## src/rtl/io_pkg.sv

```systemverilog
// Shared types and default widths for the I/O port sequencer.
package io_pkg;

  localparam int N_ADDR_DEF  = 4;
  localparam int N_PORTS_DEF = 16;
  localparam int DATA_W_DEF  = 4;

  // Transfer sequencing states.
  typedef enum logic [2:0] {
    IDLE,
    SETUP,
    STROBE,
    WAIT_ACK,
    DONE
  } io_state_t;

endpackage

```

## src/rtl/port_select_decoder.sv

```systemverilog
// One-hot decoder from a port number to the peripheral select lines.
// The output is all zero whenever the enable is low.
module port_select_decoder
  import io_pkg::*;
#(
  parameter int N_ADDR  = N_ADDR_DEF,
  parameter int N_PORTS = N_PORTS_DEF
) (
  input  logic               i_en,
  input  logic [N_ADDR-1:0]  i_addr,
  output logic [N_PORTS-1:0] o_sel
);

  genvar gi;
  generate
    for (gi = 0; gi < N_PORTS; gi++) begin : g_sel
      assign o_sel[gi] = i_en && (i_addr == N_ADDR'(gi));
    end
  endgenerate

endmodule

```

## src/rtl/io_port_sequencer.sv

```systemverilog
// Sequences one IN/OUT transfer at a time onto the one-hot I/O port space:
// latch request, setup cycle, fixed-length strobe, bounded ack wait, done.
// All outputs are registered from the next-state decision so they line up
// with the state they belong to.
module io_port_sequencer
  import io_pkg::*;
#(
  parameter int N_ADDR        = N_ADDR_DEF,
  parameter int N_PORTS       = N_PORTS_DEF,
  parameter int DATA_W        = DATA_W_DEF,
  parameter int STROBE_CYCLES = 2,
  parameter int ACK_TIMEOUT   = 15
) (
  input  logic               clk,
  input  logic               reset_n,
  input  logic               req,
  input  logic               we,
  input  logic [N_ADDR-1:0]  addr,
  input  logic [DATA_W-1:0]  wdata,
  input  logic [DATA_W-1:0]  io_rdata,
  input  logic               io_ack,
  output logic               busy,
  output logic               done,
  output logic [DATA_W-1:0]  rdata,
  output logic               timeout_err,
  output logic [N_PORTS-1:0] port_sel,
  output logic               io_we,
  output logic               io_re,
  output logic [DATA_W-1:0]  io_wdata
);

  localparam int SC_W = $clog2(STROBE_CYCLES + 1);
  localparam int TO_W = $clog2(ACK_TIMEOUT + 1);
  localparam logic [SC_W-1:0] SC_LAST = SC_W'(STROBE_CYCLES - 1);
  localparam logic [TO_W-1:0] TO_LAST = TO_W'(ACK_TIMEOUT - 1);

  io_state_t r_state;
  io_state_t w_next_state;

  logic               r_we;
  logic [N_ADDR-1:0]  r_addr;
  logic [DATA_W-1:0]  r_wdata;
  logic [SC_W-1:0]    r_st_cnt;
  logic [TO_W-1:0]    r_to_cnt;
  logic               r_ack_seen;
  logic               r_busy;
  logic               r_done;
  logic               r_timeout_err;
  logic [N_PORTS-1:0] r_port_sel;
  logic               r_io_we;
  logic               r_io_re;
  logic [DATA_W-1:0]  r_rdata;

  logic               w_timeout_hit;
  logic               w_sel_en;
  logic               w_in_xfer;
  logic [N_PORTS-1:0] w_dec;

  // Next-state decision; the timeout only fires when no ack is present.
  always_comb begin
    w_next_state  = r_state;
    w_timeout_hit = 1'b0;
    case (r_state)
      IDLE:     if (req) w_next_state = SETUP;
      SETUP:    w_next_state = STROBE;
      STROBE: begin
        if (r_st_cnt == SC_LAST) begin
          w_next_state = (r_ack_seen || io_ack) ? DONE : WAIT_ACK;
        end
      end
      WAIT_ACK: begin
        if (io_ack) begin
          w_next_state = DONE;
        end else if (r_to_cnt == TO_LAST) begin
          w_next_state  = DONE;
          w_timeout_hit = 1'b1;
        end
      end
      DONE:     w_next_state = IDLE;
      default:  w_next_state = IDLE;
    endcase
  end

  assign w_sel_en  = (w_next_state == STROBE) || (w_next_state == WAIT_ACK);
  assign w_in_xfer = (r_state == STROBE) || (r_state == WAIT_ACK);

  port_select_decoder #(
    .N_ADDR  (N_ADDR),
    .N_PORTS (N_PORTS)
  ) u_dec (
    .i_en   (w_sel_en),
    .i_addr (r_addr),
    .o_sel  (w_dec)
  );

  // State register.
  always_ff @(posedge clk) begin
    if (!reset_n) r_state <= IDLE;
    else          r_state <= w_next_state;
  end

  // Request latch, counters, ack tracking, read capture and output registers.
  always_ff @(posedge clk) begin
    if (!reset_n) begin
      r_we          <= 1'b0;
      r_addr        <= '0;
      r_wdata       <= '0;
      r_st_cnt      <= '0;
      r_to_cnt      <= '0;
      r_ack_seen    <= 1'b0;
      r_busy        <= 1'b0;
      r_done        <= 1'b0;
      r_timeout_err <= 1'b0;
      r_port_sel    <= '0;
      r_io_we       <= 1'b0;
      r_io_re       <= 1'b0;
      r_rdata       <= '0;
    end else begin
      if (r_state == IDLE && req) begin
        r_we    <= we;
        r_addr  <= addr;
        r_wdata <= wdata;
      end
      // Counters only advance while staying in their own state, so they
      // never pass their terminal value and clear on exit.
      r_st_cnt <= (r_state == STROBE && w_next_state == STROBE)
                  ? r_st_cnt + 1'b1 : '0;
      r_to_cnt <= (r_state == WAIT_ACK && w_next_state == WAIT_ACK)
                  ? r_to_cnt + 1'b1 : '0;
      r_ack_seen <= (r_state == STROBE) ? (r_ack_seen | io_ack) : 1'b0;
      // Only the first ack of a read loads rdata; later acks are ignored.
      if (w_in_xfer && !r_we && io_ack && !r_ack_seen) begin
        r_rdata <= io_rdata;
      end
      r_busy        <= (w_next_state != IDLE);
      r_done        <= (w_next_state == DONE);
      r_timeout_err <= w_timeout_hit;
      r_port_sel    <= w_dec;
      r_io_we       <= w_sel_en & r_we;
      r_io_re       <= w_sel_en & ~r_we;
    end
  end

  assign busy        = r_busy;
  assign done        = r_done;
  assign rdata       = r_rdata;
  assign timeout_err = r_timeout_err;
  assign port_sel    = r_port_sel;
  assign io_we       = r_io_we;
  assign io_re       = r_io_re;
  assign io_wdata    = r_wdata;

endmodule

```

## config.mk

```make
export PLATFORM = sky130hd
export DESIGN_NAME = io_port_sequencer
export DESIGN_NICKNAME = d
export VERILOG_FILES = /design/src/rtl/io_pkg.sv /design/src/rtl/port_select_decoder.sv /design/src/rtl/io_port_sequencer.sv
export SDC_FILE = /design/constraint.sdc
export NUM_CORES = 1
export LEC_CHECK = 0
export ABC_AREA = 0
export CORE_UTILIZATION = 45
export CTS_CLUSTER_DIAMETER = 80
export DETAILED_ROUTE_END_ITERATION = 7
export PLACE_DENSITY = 0.78
export SETUP_SLACK_MARGIN = 0.1
export SLEW_MARGIN = 20
export SYNTH_ARGS = -nofsm -noshare
export SYNTH_HDL_FRONTEND = slang
export SYNTH_HIERARCHICAL = 1
export SYNTH_SLANG_ARGS = --single-unit
```

## constraint.sdc

```tcl
create_clock -name clk -period 2.1 [get_ports clk]
set_input_delay 0.42 -clock clk [delete_from_list [all_inputs] [get_ports clk]]
set_output_delay 0.42 -clock clk [all_outputs]
set_load 0.05 [all_outputs]
```

### Word level (Yosys, flattened, before mapping)

Cells that the tools add are included.

* multiplexer cells: 7
* bitwise operators: 6
* add/subtract/negate cells: 2
* reduce and logical (&&, ||, !) cells: 34
* eq/ne operators: 23

Operators by type and width (count)
* 4-bit == test, second input constant: 9
* 1-bit logical AND: 22
* 4-bit by 3-bit == test with 1-bit output, second input constant: 4
* 3-bit two-way mux: 5
* 3-bit by 2-bit == test with 1-bit output, second input constant: 4
* 3-bit one-hot mux with 4 select lines: 1
* 4-bit by 2-bit == test with 1-bit output, second input constant: 2
* 2-bit AND reduction: 3
* 4-bit by 1-bit adder with 4-bit output, second input constant: 1
* 4-bit by 1-bit == test with 1-bit output, second input constant: 1
* 4-bit zero test: 1
* 3-bit by 1-bit == test with 1-bit output, second input constant: 1
* 3-bit == test, second input constant: 1
* 3-bit zero test: 1
* 1-bit logical OR: 3
* 1-bit NOT: 3
* 3-bit nonzero test: 1
* 3-bit OR reduction: 1
* 2-bit by 1-bit adder with 2-bit output, second input constant: 1
* 1-bit bitwise AND: 2
* 2-bit by 1-bit == test with 1-bit output, second input constant: 1
* 1-bit zero test: 2
* 1-bit two-way mux: 1
* 1-bit OR: 1

* output and inout port bits: 29
* logic and storage cells: 86
* flip-flop bits (word level): 44

### Logic depth before layout (Yosys ltp)

Gate-level depths: netlist (run 1).

* depth in word-level cells: 7
* depth in mapped cells: 8
* mapped depth without buffers: 8

### By module

The synthesis (run 1) kept the hierarchy.

Modules (own cells, without submodules)
* io_port_sequencer: times used 1, cells an instance 153, area an instance 1532.7 um2
* port_select_decoder: times used 1, cells an instance 23, area an instance 117.6 um2

### Worst setup path after synthesis (run 1)

No wires, ideal clock.

* path kind: register -> register
* start point: reg r_to_cnt[0]
* end point: reg r_port_sel[0], in the netlist port_sel[0]
* buffers on the path: 0
* arrival time: 1.764 ns
* data required time: 2.041 ns
* slack: 0.276 ns
* stages on the path, launching flop included: 9
* period minus slack after synthesis: 1.824 ns
* cell sequence: dfxtp_1 > inv_1 > ha_1 > a31oi_1 > nand2_1 > a21oi_1 > or3b_4 > nor3_2 > and2_1

* word-level cells in the longest chain between the ends: 7

RTL lines
* start: declaration: RTL line io_port_sequencer.sv:44 `logic [TO_W-1:0] r_to_cnt;`
* start signal: assignment: RTL line io_port_sequencer.sv:128 `r_to_cnt <= (r_state == WAIT_ACK && w_next_state == WAIT_ACK)`
* 4-bit == test (*): RTL line io_port_sequencer.sv:74 `end else if (r_to_cnt == TO_LAST) begin`
* 3-bit two-way mux (*): RTL line io_port_sequencer.sv:74
* 3-bit two-way mux (*): RTL line io_port_sequencer.sv:72 `if (io_ack) begin`
* 3-bit one-hot mux with 4 select lines (*): RTL line io_port_sequencer.sv:63 `case (r_state)`
* 3-bit by 2-bit == test with 1-bit output: RTL line io_port_sequencer.sv:84 `assign w_sel_en = (w_next_state == STROBE) || (w_next_state == WAIT_ACK);`
* 1-bit logical OR (*): RTL line io_port_sequencer.sv:84
* via w_sel_en: RTL line io_port_sequencer.sv:55 `logic w_sel_en;`
* 1-bit logical AND (*): RTL line port_select_decoder.sv:17 `assign o_sel[gi] = i_en && (i_addr == N_ADDR'(gi));`
* via w_dec[0]: RTL line io_port_sequencer.sv:57 `logic [N_PORTS-1:0] w_dec;`
* end signal: assignment: RTL line io_port_sequencer.sv:138 `r_port_sel <= w_dec;`
* end: declaration: RTL line io_port_sequencer.sv:49 `logic [N_PORTS-1:0] r_port_sel;`

Mark *: on every way through the listed nets, which the timed path passes. The rest lies on a longest branch.
A chain may end at the register's enable or synchronous reset.

### Worst setup path after layout (run 1)

* start point: reg r_wdata[0], in the netlist io_wdata[0]
* end point: out io_wdata[0]

RTL lines
* start: declaration: RTL line io_port_sequencer.sv:42 `logic [DATA_W-1:0] r_wdata;`
* start signal: assignment: RTL line io_port_sequencer.sv:122 `r_wdata <= wdata;`
* end: declaration: RTL line io_port_sequencer.sv:29 `output logic [DATA_W-1:0] io_wdata`

No word-level cell between the ends.

==> results of run 1 <==
[sequential cells by signal (all words and copies together) (netlist names)]
name,count
io_we,1
timeout_err,1
r_addr,4
r_st_cnt,2
r_we,1
r_to_cnt,4
io_re,1
r_state,3
port_sel,16
r_ack_seen,1
io_wdata,4
done,1
busy,1
rdata,4
[routing by layer]
| layer | vias to the layer above | global-route usage (%) | wire (µm) | part of all wire [%] |
|---|---|---|---|---|
| met5 | - | 0 | 0 | 0 |
| met4 | 0 | 6.98 | 41 | 1.4 |
| met3 | 4 | 7.12 | 160 | 5.3 |
| met2 | 36 | 28.8 | 1460 | 48 |
| li1 | 677 | - | - | - |
| met1 | 585 | 19.5 | 1350 | 45 |
[Yosys cell counts]
cell / instances / area (µm²)
clkbuf_1: 4 / 15.0
nor2b_1: 2 / 12.5
nor4b_4: 1 / 23.8
a21oi_1: 4 / 20.0
and4_1: 2 / 17.5
nor3_1: 6 / 30.0
nor2_1: 20 / 75.1
inv_1: 2 / 7.51
buf_2: 1 / 5.00
ha_1: 3 / 37.5
and4b_1: 1 / 10.0
buf_6: 2 / 22.5
a211oi_1: 1 / 7.51
nor3_2: 1 / 10.0
buf_4: 1 / 7.51
xnor2_1: 1 / 8.76
a31oi_1: 1 / 6.26
nand2b_1: 4 / 25.0
nor4_1: 1 / 6.26
xor2_1: 1 / 8.76
a21boi_1: 9 / 67.6
nand2_1: 32 / 120
o21ai_0: 1 / 5.00
or3b_4: 1 / 11.3
dfxtp_1: 44 / 881
and2b_1: 1 / 7.51
or4b_4: 1 / 13.8
and2_1: 16 / 100
nand3b_1: 2 / 15.0
nand4_1: 2 / 12.5
mux2i_1: 4 / 40.0
nand3_1: 4 / 20.0
[metrics by stage]
step	power, µW	util (%)
after floorplan	1100	-
after global placement	1190	62.6
after detailed placement	1200	62.6
after CTS	1600	64.4
after global routing	1670	64.4
final	1590	64.4
[kinds of logic after synthesis]
family | Yosys count | synth area share [%]
xor gates and xnor gates | 2 | 1.06
adders and majority gates | 3 | 2.27
muxes | 4 | 2.43
and+or+nand+nor | 97 | 30.9
AOI/OAI and AO/OA | 16 | 6.44
buffers and inverters | 10 | 3.49
DFF | 44 | 53.4
[where the power goes]
part	total [µW]	leakage (µW)	internal (µW)	switching, µW
logic	277	0.000440	123	154
registers	902	0.000357	869	33.1
clock network	408	0.0000380	160	249
[layout make-up]
| cell class | instances | share of cell area (%) |
|---|---|---|
| clock buffers | 6 | 2.33 |
| clock inverters | 2 | 0.455 |
| inverters | 2 | 0.341 |
| multi-input cells | 122 | 32.4 |
| flip-flops and latches | 44 | 40.0 |
| well taps | 46 | 2.62 |
| repair buffers | 49 | 21.8 |
[worst max path at each step]
stage	end	slack [ps]
finish	io_wdata[0]	170
CTS	io_wdata[0]	150
global placement	port_sel[0]	-20
floorplan	port_sel[0]	280
global route	port_sel[3]	100
detailed placement	port_sel[0]	-60
==> results.sh, run 1 <==
export IMPL_grt_max_degree=36
export IMPL_hp_class="reg -> reg"
export IMPL_cts_setup_buffers=0
export IMPL_worst_path_buf_inv=1
export IMPL_start_util_pct=48.3
export IMPL_wire_per_inst_um=11.1
export IMPL_cellPowerDensity_nw_per_um2=722
export IMPL_io_pins=46
export IMPL_cts_hold_fix_buffers=0
export IMPL_final_common_cell="clkdlybuf4s50_1"
export IMPL_path_clk_slew_ps=120
export IMPL_fp_dieArea_um2=3910
export IMPL_regArea_um2=881
export IMPL_setup_viol=0
export IMPL_maxCapViolCount=0
export IMPL_seq_area_frac_synth_pct=53.4
export IMPL_insertion_delay_ps=340
export IMPL_fmax_mhz=519
export IMPL_antenna_found_initial=0
export IMPL_ys_seq_elements=44
export IMPL_slew_headroom_pct=64.1
export IMPL_die_y_um=62.6
export IMPL_drive_above_1_share_pct=7.11
export IMPL_path_max_fanout=2
export IMPL_mostFrequentLayoutCells="45 x clkdlybuf4s50_1, 44 x dfxtp_1, 32 x nand2_1"
export IMPL_status="finished, final reports clean"
export IMPL_min_to="r_st_cnt[0]"
export IMPL_max_stage_delay_ps=810
export IMPL_via_per_inst=4.80
export IMPL_worst_pin_slew_ps=536
export IMPL_cts_resized=0
export IMPL_cts_max_level=2
export IMPL_clock_sinks=44
export IMPL_r2r_slack_ps=250
export IMPL_cp_data_required_time_ps=1680
export IMPL_leakagePower_uw=0.000836
export IMPL_skew_ps=3.52
export IMPL_cp_arrival_ps=1510
export IMPL_synthCells=176
export IMPL_gp_congestion=0.769
export IMPL_critPathTopFamily="buffers and inverters"
export IMPL_core_area_um2=3420
export IMPL_path_cells="clkdlybuf4s50_1"
export IMPL_worstSetupPathType="reg -> out"
export IMPL_final_cell_area_um2=2200
export IMPL_area_growth_pct=33.3
export IMPL_cp_end_kind="output port"
export IMPL_die_w_um=62.6
export IMPL_vdd_ir_drop_max_v=0.000482
export IMPL_finalHoldViolations=0
export IMPL_min_period_ps=1930
export IMPL_syn_area_um2=1650
export IMPL_postPlaceCellArea_um2=2140
export IMPL_worstReg2RegEnd="port_sel[1]"
export IMPL_whs_ps=443
export IMPL_fin_ws_ps=174
export IMPL_cts_buffers=5
export IMPL_finalCritPeriodShare_pct=91.7
export IMPL_grt_pass1_wl_um=5340
export IMPL_min_path_cells=1
export IMPL_grt_util_all_layers_pct=17.3
export IMPL_ys_warn_count=6
export IMPL_drv_slew=0
export IMPL_rr_startpoint="r_to_cnt[0]"
export IMPL_drtAntennaViolNets=0
export IMPL_firstDrtPassIters=4
export IMPL_cts_root_buf="clkbuf_4"
export IMPL_hpwl_um=2270
export IMPL_grt_overflow_total=0
export IMPL_vias=1302
export IMPL_drt_iter0_markers=51
export IMPL_rsz0062_at_grt="no"
export IMPL_synth_cell_types=32
export IMPL_rr_worst_depth=8
export IMPL_startpoint="io_wdata[0]"
export IMPL_final_cells=271
export IMPL_diodes=0
export IMPL_cp_start_kind="register"
export IMPL_drt_wl_total_um=3020
export IMPL_grt_pass1_vias=1251
export IMPL_cts_tree="done"
export IMPL_multi_input_area_um2=712
export IMPL_place_inst=263
export IMPL_drcViolationCount=0
export IMPL_crit_slowest_cell="clkdlybuf4s50_1"
export IMPL_nFillCells=281
export IMPL_setup_tns_ps=0
export IMPL_syn_area_per_cell_um2=9.38
export IMPL_std_cell_rows=21
export IMPL_cp_depth=1
export IMPL_nets=244
export IMPL_syn_nets=196
export IMPL_clock_path_buffers=2
export IMPL_hold_start="r_st_cnt[0]"
export IMPL_dp_slack_ps=-65.0
export IMPL_port_buffers=45
(Power assumes the default switching activity.)
==> run 2: changes to the inputs <==
--- a/config.mk
+++ b/config.mk
@@ -6,11 +6,13 @@
 export NUM_CORES = 1
 export LEC_CHECK = 0
 export ABC_AREA = 0
-export CORE_UTILIZATION = 45
+export CORE_UTILIZATION = 42
 export CTS_CLUSTER_DIAMETER = 80
 export DETAILED_ROUTE_END_ITERATION = 7
-export PLACE_DENSITY = 0.78
+export MAX_ROUTING_LAYER = met4
+export PLACE_DENSITY = 0.76
 export SETUP_SLACK_MARGIN = 0.1
+export SKIP_CTS_REPAIR_TIMING = 1
 export SLEW_MARGIN = 20
 export SYNTH_ARGS = -nofsm -noshare
 export SYNTH_HDL_FRONTEND = slang
==> constraint.sdc (replaced) <==
create_clock -name clk -period 1.69 [get_ports clk]
set_input_delay 0.338 -clock clk [delete_from_list [all_inputs] [get_ports clk]]
set_output_delay 0.338 -clock clk [all_outputs]
set_load 0.05 [all_outputs]
==> run 2 against run 1 <==
Compared with the run above: via count rose by 4.5%; total power rose by 45%; clock skew rose by 4.0 ps; largest power group unchanged; hold slack improved by 1.2 ps; routed wire length rose by 8.2%; sequential share of layout area fell by 2.3 points; first-iteration DRC count rose by 27%; critical path depth rose by 7; die area rose by 6.9%; sequential cell count did not move; register-to-register slack got worse by 140 ps; count of clock-buffer cells in the layout fell by 1.
==> results.sh, run 2 (synthesis gave the netlist of run 1 again) <==
export IMPL_status="finished, final reports clean"
export IMPL_drv_slew=0
export IMPL_fp_dieArea_um2=4180
export IMPL_cp_data_required_time_ps=1930
export IMPL_die_y_um=64.7
export IMPL_drt_iter0_markers=65
export IMPL_grt_pass1_wl_um=5430
export IMPL_firstDrtPassIters=5
export IMPL_cp_start_kind="register"
export IMPL_whs_ps=444
export IMPL_clock_power_share_pct=34.6
export IMPL_p_sw_uw=604
export IMPL_cts_buffers=5
export IMPL_slew_headroom_pct=77.1
export IMPL_grt_pass1_vias=1294
export IMPL_final_common_cell="buf_4"
export IMPL_cts_root_buf="clkbuf_8"
export IMPL_largest_reg_flops=16
export IMPL_pwr_share_comb_pct=17.0
export IMPL_clock_path_buffers=2
export IMPL_cts_tree="done"
export IMPL_gp_congestion=0.915
export IMPL_antenna_found_initial=0
export IMPL_p_int_uw=1700
export IMPL_maxCapViolCount=0
export IMPL_drcViolationCount=0
export IMPL_grt_overflow_total=0
export IMPL_worstSetupPathType="reg -> reg"
export IMPL_switching_share_pct=26.2
export IMPL_cellPowerDensity_nw_per_um2=983
export IMPL_min_period_ps=1580
export IMPL_vias=1361
export IMPL_drtAntennaViolNets=0
export IMPL_grt_util_all_layers_pct=17.6
export IMPL_io_pins=46
export IMPL_mostFrequentLayoutCells="44 x buf_4, 42 x dfxtp_1, 31 x nand2_1"
export IMPL_fmax_mhz=633
export IMPL_rsz0062_at_grt="yes"
export IMPL_diodes=0
export IMPL_finalCritPeriodShare_pct=93.5
export IMPL_start_util_pct=44.4
export IMPL_via_per_inst=4.79
export IMPL_worst_pin_slew_ps=343
export IMPL_place_inst=275
export IMPL_cp_arrival_ps=1820
export IMPL_nFillCells=327
export IMPL_clock_sinks=44
export IMPL_path_clk_slew_ps=80
export IMPL_setup_viol=0
export IMPL_drive_above_1_share_pct=30.1
export IMPL_die_w_um=64.7
export IMPL_cp_end_kind="register"
export IMPL_vdd_ir_drop_max_v=0.000513
export IMPL_skew_ps=7.49
export IMPL_final_cells=284
export IMPL_nets=255
export IMPL_hp_class="reg -> reg"
export IMPL_drt_wl_total_um=3260
export IMPL_grt_max_degree=36
export IMPL_std_cell_rows=22
export IMPL_leakagePower_uw=0.000987
export IMPL_seq_power_share_pct=48.4
export IMPL_path_max_fanout=4
export IMPL_insertion_delay_ps=290
export IMPL_hpwl_um=2300
export IMPL_finalHoldViolations=0
export IMPL_wire_per_inst_um=11.5
export IMPL_cts_max_level=2
export IMPL_area_growth_pct=42.1
export IMPL_port_buffers=45
export IMPL_core_area_um2=3720
## run 2: stage by stage
step	area, µm²	utilization (%)	power (µW)	setup TNS (ps)	setup WS, ps
detailed placement	2160	58.1	1510	-4280	-360
global route	2340	63.1	2420	-5.37	-5.37
finish	2340	63.1	2300	0	109
floorplan	1670	-	1370	0	2.07
global placement	2160	58.1	1510	-3440	-300
CTS	2280	61.3	2320	-108	-43.4
## run 2: critical path: stages, from the launching register on
cell     delay, ps
dfxtp_2        340
inv_2           40
ha_4           160
a31oi_4        140
nand2_2         90
a21oi_2        130
or3b_4         420
nor3_2         100
and2_1         130
## run 2: routing by layer
metal  up-vias  GRT usage, %  routed length, µm
met1       616          20.0               1510
li1        699             -                  -
met2        40          28.0               1530
met4         0          8.89                 64
met3         6          5.46                165
met5         -             -                  0
## run 2: worst paths after layout
kind	startpoint	cells after the start	end	slack, ps
worst min-delay path	r_st_cnt[0]	1	r_st_cnt[0]	440
worst max-delay path	r_to_cnt[0]	8	port_sel[0]	110
worst min register to register	r_st_cnt[0]	1	r_st_cnt[0]	440
worst max register to register	r_to_cnt[0]	8	port_sel[0]	110
## run 2: area by class of cell
type                    count  area [µm²]  share of cell area [%]
clock buffers               5        68.8                    2.93
clock inverters             3        47.5                    2.03
inverters                   2        7.51                   0.320
multi-input cells         122         782                    33.4
flip-flops and latches     44         886                    37.8
well taps                  48        60.1                    2.56
repair buffers             60         493                    21.0
## run 2: power by group through the flow
stage | logic [µW] | clock network [µW] | registers, µW
floorplan | 164 | 0 | 1210
global placement | 374 | 0 | 1140
detailed placement | 378 | 0 | 1140
CTS | 379 | 823 | 1110
global route | 422 | 872 | 1120
finish | 392 | 796 | 1120
==> run 3: changes to the inputs <==
--- a/config.mk
+++ b/config.mk
@@ -5,7 +5,8 @@
 export SDC_FILE = /design/constraint.sdc
 export NUM_CORES = 1
 export LEC_CHECK = 0
-export ABC_AREA = 0
+export ABC_AREA = 1
+export CORE_ASPECT_RATIO = 1.75
 export CORE_UTILIZATION = 42
 export CTS_CLUSTER_DIAMETER = 80
 export DETAILED_ROUTE_END_ITERATION = 7
==> run 3 against run 2 <==
Compared with the run above: die area up 0.75%; final area decreased by 4.7%; fmax is 8.4% higher; sequential share of layout area grew 1.7 points; first-iteration DRC count is 82% lower; sequential cell count unchanged; worst setup slack improved by 120 ps; via count up 4.3%; critical path type unchanged.
==> results.sh, run 3 <==
export IMPL_cp_endpoint="port_sel[14]"
export IMPL_die_y_um=85.1
export IMPL_grt_max_degree=30
export IMPL_core_area_um2=3700
export IMPL_cp_arrival_ps=1700
export IMPL_path_max_fanout=7
export IMPL_std_cell_rows=29
export IMPL_place_inst=306
export IMPL_gp_congestion=0.923
export IMPL_finalCritPeriodShare_pct=86.3
export IMPL_synth_cell_types=21
export IMPL_cp_start_kind="register"
export IMPL_via_per_inst=4.54
export IMPL_min_period_ps=1460
export IMPL_syn_nets=235
export IMPL_final_common_cell="inv_1"
export IMPL_grt_overflow_total=0
export IMPL_nFillCells=358
export IMPL_maxCapViolCount=0
export IMPL_power_uw=2150
export IMPL_ys_warn_count=6
export IMPL_cts_root_buf="clkbuf_8"
export IMPL_clock_path_buffers=2
export IMPL_diodes=0
export IMPL_cp_data_required_time_ps=1930
export IMPL_yosysMostFrequentCell="inv_1"
export IMPL_path_clk_slew_ps=70
export IMPL_clock_sinks=44
export IMPL_vdd_ir_drop_max_v=0.000632
export IMPL_status="finished, final reports clean"
export IMPL_drv_slew=0
export IMPL_setup_viol=0
export IMPL_grt_pass1_wl_um=5330
export IMPL_min_path_cells=1
export IMPL_insertion_delay_ps=290
export IMPL_vias=1420
export IMPL_whs_ps=420
export IMPL_start_util_pct=44.8
export IMPL_ys_seq_elements=44
export IMPL_r2r_slack_ps=230
export IMPL_final_cells=313
export IMPL_largest_reg_flops=16
export IMPL_io_pins=46
export IMPL_worst_pin_slew_ps=280
export IMPL_mostFrequentLayoutCells="48 x inv_1, 43 x dfxtp_1, 35 x nand2_1"
export IMPL_wire_per_inst_um=10.1
export IMPL_hpwl_um=2400
export IMPL_antenna_found_initial=0
export IMPL_grt_pass1_vias=1317
export IMPL_synth_top_cell_area_share_pct=53.1
export IMPL_skew_ps=4.33
export IMPL_synth_top_area_cell="dfxtp_1"
export IMPL_fin_util_pct=60.4
export IMPL_synthCells=215
export IMPL_cts_tree="done"
export IMPL_grt_util_all_layers_pct=17.4
export IMPL_synthArstFlopShare_pct=0
export IMPL_synthTopCellsByArea="dfxtp_1 53%, inv_1 11%, nand2_1 7.9%, nor2_1 5.9%, o21ai_0 4.2%"
export IMPL_rsz0062_at_grt="yes"
export IMPL_drt_wl_total_um=3160
export IMPL_drive_above_1_share_pct=19.9
export IMPL_rr_startpoint="r_to_cnt[0]"
export IMPL_synthTopCellsByCount="48 x inv_1, 44 x dfxtp_1, 35 x nand2_1"
export IMPL_finalHoldViolations=0
export IMPL_leakagePower_uw=0.00113
export IMPL_die_w_um=49.5
export IMPL_fmax_mhz=686
export IMPL_port_buffers=45
export IMPL_fp_dieArea_um2=4220
export IMPL_hp_class="reg -> reg"
export IMPL_startpoint="r_to_cnt[0]"
export IMPL_cts_max_level=2
export IMPL_area_growth_pct=34.7
export IMPL_setup_tns_ps=0
export IMPL_cp_end_kind="register"
export IMPL_seq_area_frac_synth_pct=53.1
export IMPL_nets=287
export IMPL_worstSetupPathType="reg -> reg"
export IMPL_slew_headroom_pct=81.2
export IMPL_worstReg2RegEnd="port_sel[14]"
export IMPL_drt_iter0_markers=12
export IMPL_firstDrtPassIters=6
export IMPL_syn_area_um2=1660
export IMPL_cellPowerDensity_nw_per_um2=963
export IMPL_drcViolationCount=0
export IMPL_rr_worst_depth=9
export IMPL_drtAntennaViolNets=0
export IMPL_syn_area_per_cell_um2=7.72
export IMPL_cts_buffers=5
export IMPL_ys_flop_type="dfxtp_1"
export IMPL_synth_edf_count=0
-- run 3: cell types whose count changed after synthesis, sizes merged, moves of 6 or more --
cell / before / now
a21boi: 9 / 0
a21oi: 4 / 13
and2: 16 / 0
inv: 2 / 49
nand3: 4 / 17
nor2: 20 / 28
nor3: 7 / 1
o21ai: 1 / 14
-- run 3: worst min-delay path by stage --
stage                  endpoint         from
floorplan           r_st_cnt[0]  r_st_cnt[0]
global placement    r_st_cnt[0]  r_st_cnt[0]
detailed placement  r_st_cnt[0]  r_st_cnt[0]
CTS                 r_st_cnt[0]  r_st_cnt[0]
global route        r_st_cnt[0]  r_st_cnt[0]
finish              r_st_cnt[0]  r_st_cnt[0]
-- run 3: routing by layer --
metal  GRT usage (%)  vias to the layer above  wire length, µm
met5               -                        -                0
met4            13.8                        0              140
met3            4.30                       16              157
met2            29.5                       42             1710
met1            16.1                      617             1150
li1                -                      745                -
-- run 3: power breakdown --
group | internal, µW | total (µW) | switching [µW] | leakage (µW)
clock network | 364 | 689 | 325 | 0.0000503
logic | 132 | 353 | 221 | 0.000720
registers | 1080 | 1110 | 30.2 | 0.000358
-- run 3: metrics by stage --
| stage | setup WS, ps | instance area [µm²] |
|---|---|---|
| after floorplan | 365 | 1660 |
| after global placement | -6.83 | 2120 |
| after detailed placement | -62.6 | 2120 |
| after CTS | 177 | 2220 |
| after global routing | 81.1 | 2230 |
| final | 232 | 2230 |
-- run 3: worst max-delay path, cell delays in order, from the launching register on --
cell and delay (ps):
dfxtp_2 350, inv_1 50, ha_1 180, nand3_1 130, nand3_2 140, nand3_4 130, nand3_1 120, nor2_1 170
nand2_1 70, inv_1 50
-- run 3: cells by family after synthesis --
family | synth area share (%)
AOI/OAI and AO/OA | 8.14
DFF | 53.1
buffers and inverters | 13.0
and+or+nand+nor | 22.4
adders and majority gates | 2.26
xor gates and xnor gates | 1.06
-- run 3: cell type report --
class	count	area (µm²)	share of cell area [%]
clock buffers	7	96.3	4.31
inverters	49	184	8.23
multi-input cells	116	579	25.9
flip-flops and latches	44	882	39.5
well taps	46	57.6	2.58
repair buffers	51	435	19.5
